==> src/rtl/pipe_stage_skid.sv <==
// Pipeline stage register with valid/ready handshake, 2-entry skid buffer, flush and write squash.
// Optional performance counters (stall_cnt, bubble_cnt) enabled by defining PIPE_STAGE_SKID_PERF_EN.
module pipe_stage_skid #(
    parameter int unsigned DATA_W = 48,
    parameter int unsigned ADDR_W = 4,
    parameter int unsigned CNT_W  = 16
) (
    input  logic              clk,
    input  logic              rst,
    input  logic              flush,
    input  logic              in_valid,
    output logic              in_ready,
    input  logic [DATA_W-1:0] in_data,
    input  logic              in_wen,
    input  logic [ADDR_W-1:0] in_waddr,
    output logic              out_valid,
    input  logic              out_ready,
    output logic [DATA_W-1:0] out_data,
    output logic              out_wen,
    output logic [ADDR_W-1:0] out_waddr,
    output logic [1:0]        occupancy
`ifdef PIPE_STAGE_SKID_PERF_EN
    ,
    output logic [CNT_W-1:0]  stall_cnt,
    output logic [CNT_W-1:0]  bubble_cnt
`endif
);

    typedef struct packed {
        logic [DATA_W-1:0] data;
        logic              wen;
        logic [ADDR_W-1:0] waddr;
    } entry_t;

    // Encoding is {skid_v, main_v}; 2'b10 cannot be reached.
    typedef enum logic [1:0] {
        S_EMPTY = 2'b00,
        S_ONE   = 2'b01,
        S_FULL  = 2'b11
    } state_t;

    state_t r_state;
    state_t w_state_nxt;
    entry_t r_main;
    entry_t r_skid;
    entry_t w_main_nxt;
    entry_t w_skid_nxt;
    entry_t w_in_entry;
    logic   w_main_v;
    logic   w_skid_v;
    logic   w_acc;
    logic   w_take;

    assign w_main_v   = r_state[0];
    assign w_skid_v   = r_state[1];
    assign w_in_entry = {in_data, in_wen, in_waddr};

    // Ready comes straight from a flop so upstream never sees out_ready combinationally.
    assign in_ready  = !w_skid_v;
    assign w_acc     = in_valid & in_ready;
    assign w_take    = w_main_v & out_ready;

    assign out_valid = w_main_v;
    assign out_data  = r_main.data;
    assign out_waddr = r_main.waddr;
    assign out_wen   = r_main.wen & w_main_v;
    assign occupancy = 2'(w_main_v) + 2'(w_skid_v);

    always_ff @(posedge clk or posedge rst) begin
        if (rst) begin
            r_state <= S_EMPTY;
            r_main  <= '0;
            r_skid  <= '0;
        end else begin
            r_state <= w_state_nxt;
            r_main  <= w_main_nxt;
            r_skid  <= w_skid_nxt;
        end
    end

    always_comb begin
        w_state_nxt = r_state;
        w_main_nxt  = r_main;
        w_skid_nxt  = r_skid;
        if (flush) begin
            // Data may stay stale; clearing the valid bits is enough to squash writes.
            w_state_nxt = S_EMPTY;
        end else begin
            case (r_state)
                S_EMPTY: begin
                    if (w_acc) begin
                        w_state_nxt = S_ONE;
                        w_main_nxt  = w_in_entry;
                    end
                end
                S_ONE: begin
                    if (w_acc && w_take) begin
                        w_main_nxt  = w_in_entry;
                    end else if (w_acc) begin
                        w_state_nxt = S_FULL;
                        w_skid_nxt  = w_in_entry;
                    end else if (w_take) begin
                        w_state_nxt = S_EMPTY;
                    end
                end
                S_FULL: begin
                    if (w_take) begin
                        w_state_nxt = S_ONE;
                        w_main_nxt  = r_skid;
                    end
                end
                default: begin
                    w_state_nxt = S_EMPTY;
                end
            endcase
        end
    end

`ifdef PIPE_STAGE_SKID_PERF_EN
    logic [CNT_W-1:0] r_stall_cnt;
    logic [CNT_W-1:0] r_bubble_cnt;
    logic             w_stall;
    logic             w_bubble;

    assign w_stall    = in_valid & !in_ready;
    assign w_bubble   = flush & (w_main_v | w_skid_v);
    assign stall_cnt  = r_stall_cnt;
    assign bubble_cnt = r_bubble_cnt;

    // Saturating counters, cleared only by reset.
    always_ff @(posedge clk or posedge rst) begin
        if (rst) begin
            r_stall_cnt  <= '0;
            r_bubble_cnt <= '0;
        end else begin
            if (w_stall && (r_stall_cnt != '1)) begin
                r_stall_cnt <= r_stall_cnt + CNT_W'(1);
            end
            if (w_bubble && (r_bubble_cnt != '1)) begin
                r_bubble_cnt <= r_bubble_cnt + CNT_W'(1);
            end
        end
    end
`endif

endmodule

==> config.mk <==
export PLATFORM = sky130hd
export DESIGN_NAME = pipe_stage_skid
export DESIGN_NICKNAME = d
export VERILOG_FILES = /design/src/rtl/pipe_stage_skid.sv
export SDC_FILE = /design/constraint.sdc
export NUM_CORES = 1
export LEC_CHECK = 0
export ABC_AREA = 1
export CAP_MARGIN = 20
export CORE_MARGIN = 1.5
export CORE_UTILIZATION = 40
export CTS_CLUSTER_SIZE = 8
export DETAILED_ROUTE_END_ITERATION = 7
export GPL_TIMING_DRIVEN = 1
export PLACE_DENSITY = 0.72
export SYNTH_ARGS = -nofsm -noshare
export SYNTH_HDL_FRONTEND = slang
export SYNTH_SLANG_ARGS = --single-unit
==> constraint.sdc <==
create_clock -name clk -period 4.3 [get_ports clk]
set_clock_uncertainty 0.2 [all_clocks]
set_input_delay 0.86 -clock clk [delete_from_list [all_inputs] [get_ports clk]]
set_output_delay 0.86 -clock clk [all_outputs]
set_load 0.02 [all_outputs]
==> out/results.tsv <==
metric	value	unit
die_w	117	um
nFillCells	1182	
critPathKind	primary input to register	
drt_iter0_markers	225	
fmax	0.330	GHz
yosysWarnings	0	
status	finished, final reports clean	
cts-resized-gates	0	
h-tree-depth	3	
start_kind	primary input	
start_util	41.0	%
rr_endpoint	r_skid[9]$_DFFE_PP0P_	
final.period_utilization	70.5	%
syn-num-nets	626	
dr.pass1.iters	4	
syn_area	5190	sq um
postCtsSetupBuffers	0	
end_kind	register	
syn_avg_cell_area	9.21	sq um
grt_pass1_vias	3562	
endpoint	r_skid[9]$_DFFE_PP0P_	
ff2ff_path_depth	6	
antenna_cells	0	
layout-drive-gt1-share	5.37	%
antenna_found_initial	0	
die_area	13700	sq um
clock_path_buffers	2	
rsz0062_at_grt	false	
nNetsFinal	671	
min_period	3.03	ns
vias_per_cell	4.72	
post-route-util	50.1	%
routed-via-count	3706	
die_y	117	um
cp_data_arrival_time	3.04	ns
hpwl	7060	um
startpoint	in_valid	
peakVddDrop	0.320	mV
final_area	6350	sq um
setup-violations-final	0	
r2r-start	r_state[1]$_DFFE_PP0P_	
synth_cells	564	
dpl-instance-area	6030	sq um
cts_inserted_buffers	9	
wl	10500	um
io_buffers	114	
hold_buffers	0	
core_area	12700	sq um
clock_latency	0.34	ns
relSlewSlack	40.0	%
synth_cell_types	23	
worstMarginPinSlew	0.900	ns
drcViolationCount	0	
gp_congestion	0.806	
total_leakage_power	2.76	nW
maxSlewViolCount	0	
area_growth	22.3	%
grt_start_max_net_pins	67	
required	4.31	ns
cts_sinks	108	
power	0.00438	W
ios	115	
grt_use_total	16.2	%
critPathMaxStageDelay	0.56	ns
avgRoutedWirePerCell	13.4	um
drv_cap	0	
grt_pass1_wl	17200	um
clkTransAtPathRegs	0.08	ns
cts_tree	built	
hold_class	register to register	
rrSetupSlack	1.43	ns
finalSetupTns	0	ns
slowest_stage	nor2_4	
globalRouteOverflowTotal	0	
ctsRootBufferMaster	clkbuf_16	
core.rowCount	41	
crit_fanout	46	
powerDensity	689	nW/um^2
finalHoldViolCount	0	
antenna_left	0	
seq_area_frac_synth	52.0	%
crit_chain	clkdlybuf4s50_1 > nand3_4 > nor2_4 > buf_4 > o21ai_0	
synth-seq-cells	108	
[layout make-up]
class | instances | area (sq um) | share of cell area (%)
Tap cell | 172 | 215 | 3.39
Sequential cell | 108 | 2700 | 42.6
Clock buffer | 9 | 225 | 3.55
Clock inverter | 7 | 98.8 | 1.56
Timing Repair Buffer | 119 | 1190 | 18.8
Multi-Input combinational cell | 351 | 1840 | 29.0
Inverter | 20 | 77.6 | 1.22
[worst min-delay path by stage]
stage,startpoint,endpoint,depth (start not counted)
2_1_floorplan,r_main[4]$_DFFE_PP0P_,r_main[4]$_DFFE_PP0P_,2
3_3_place_gp,out_data[13]$_DFFE_PP0P_,out_data[13]$_DFFE_PP0P_,2
3_5_place_dp,out_data[29]$_DFFE_PP0P_,out_data[29]$_DFFE_PP0P_,2
4_1_cts,out_data[29]$_DFFE_PP0P_,out_data[29]$_DFFE_PP0P_,2
5_1_grt,out_data[37]$_DFFE_PP0P_,out_data[37]$_DFFE_PP0P_,2
6_report,out_data[29]$_DFFE_PP0P_,out_data[29]$_DFFE_PP0P_,2
[worst max-delay path: cells and delay by family]
kind,cells,cell delay (ns)
buf+inv,2,1.02
simple gates,2,0.96
compound gates,1,0.15
[power by group]
| part | switching (W) | leakage, nW | internal, W |
|---|---|---|---|
| Clock | 0.000376 | 0.156 | 0.000514 |
| Sequential | 0.000259 | 1.34 | 0.00151 |
| Combinational | 0.000956 | 1.27 | 0.000758 |
[stage by stage]
stage | instances | hold WS [ns] | setup slack, ns
after CTS | 786 | 0.294 | 1.26
after floorplan | 564 | 0.253 | 0.394
final | 786 | 0.289 | 1.27
after global placement | 770 | 0.273 | 1.00
after detailed placement | 770 | 0.274 | 0.903
after global routing | 786 | 0.309 | 1.02
[sequential cells by signal, summed over array words and instances (netlist names)]
register / flops
out_data: 48
out_waddr: 4
r_main: 1
r_skid: 53
r_state: 2
[kinds of logic after synthesis]
| family | Yosys count | share of synthesized area, % |
|---|---|---|
| compound gates | 122 | 12.0 |
| mux | 41 | 7.90 |
| flops | 108 | 52.0 |
| simple gates | 184 | 14.2 |
| buf+inv | 105 | 12.9 |
| fa+ha+maj | 4 | 0.963 |
[cell usage after synthesis, drive strengths merged]
cell type,count,area share (%)
or2,1,0.12
nor2,5,0.41
inv,20,1.4
ha,4,0.96
a21oi,2,0.19
o21ai,120,12
buf,71,10
clkbuf,14,1.1
nand3,6,0.82
nand3b,1,0.39
nand2,171,12
dfrtp,108,52
mux2i,41,7.9
[routing by layer]
metal  track usage, %  part of all wire [%]  vias to the layer above  routed length [um]
met5                0                     0                        -                   0
met4             5.94                   1.3                        0                 135
met3             3.40                   4.9                        7                 511
met2             25.9                    46                       86                4880
met1             21.8                    47                     1733                4970
li1                 -                     -                     1880                   -
[layout by cell type (no fill, tap or decap), types with 5 or more instances in the layout]
cell type,count
clkbuf_16,9
clkdlybuf4s50_1,114
dfrtp_1,108
inv_1,18
mux2i_1,41
nand2_1,169
nand3_1,5
o21ai_0,71
o21ai_1,45
No activity file was read; power rests on OpenSTA's default activity.
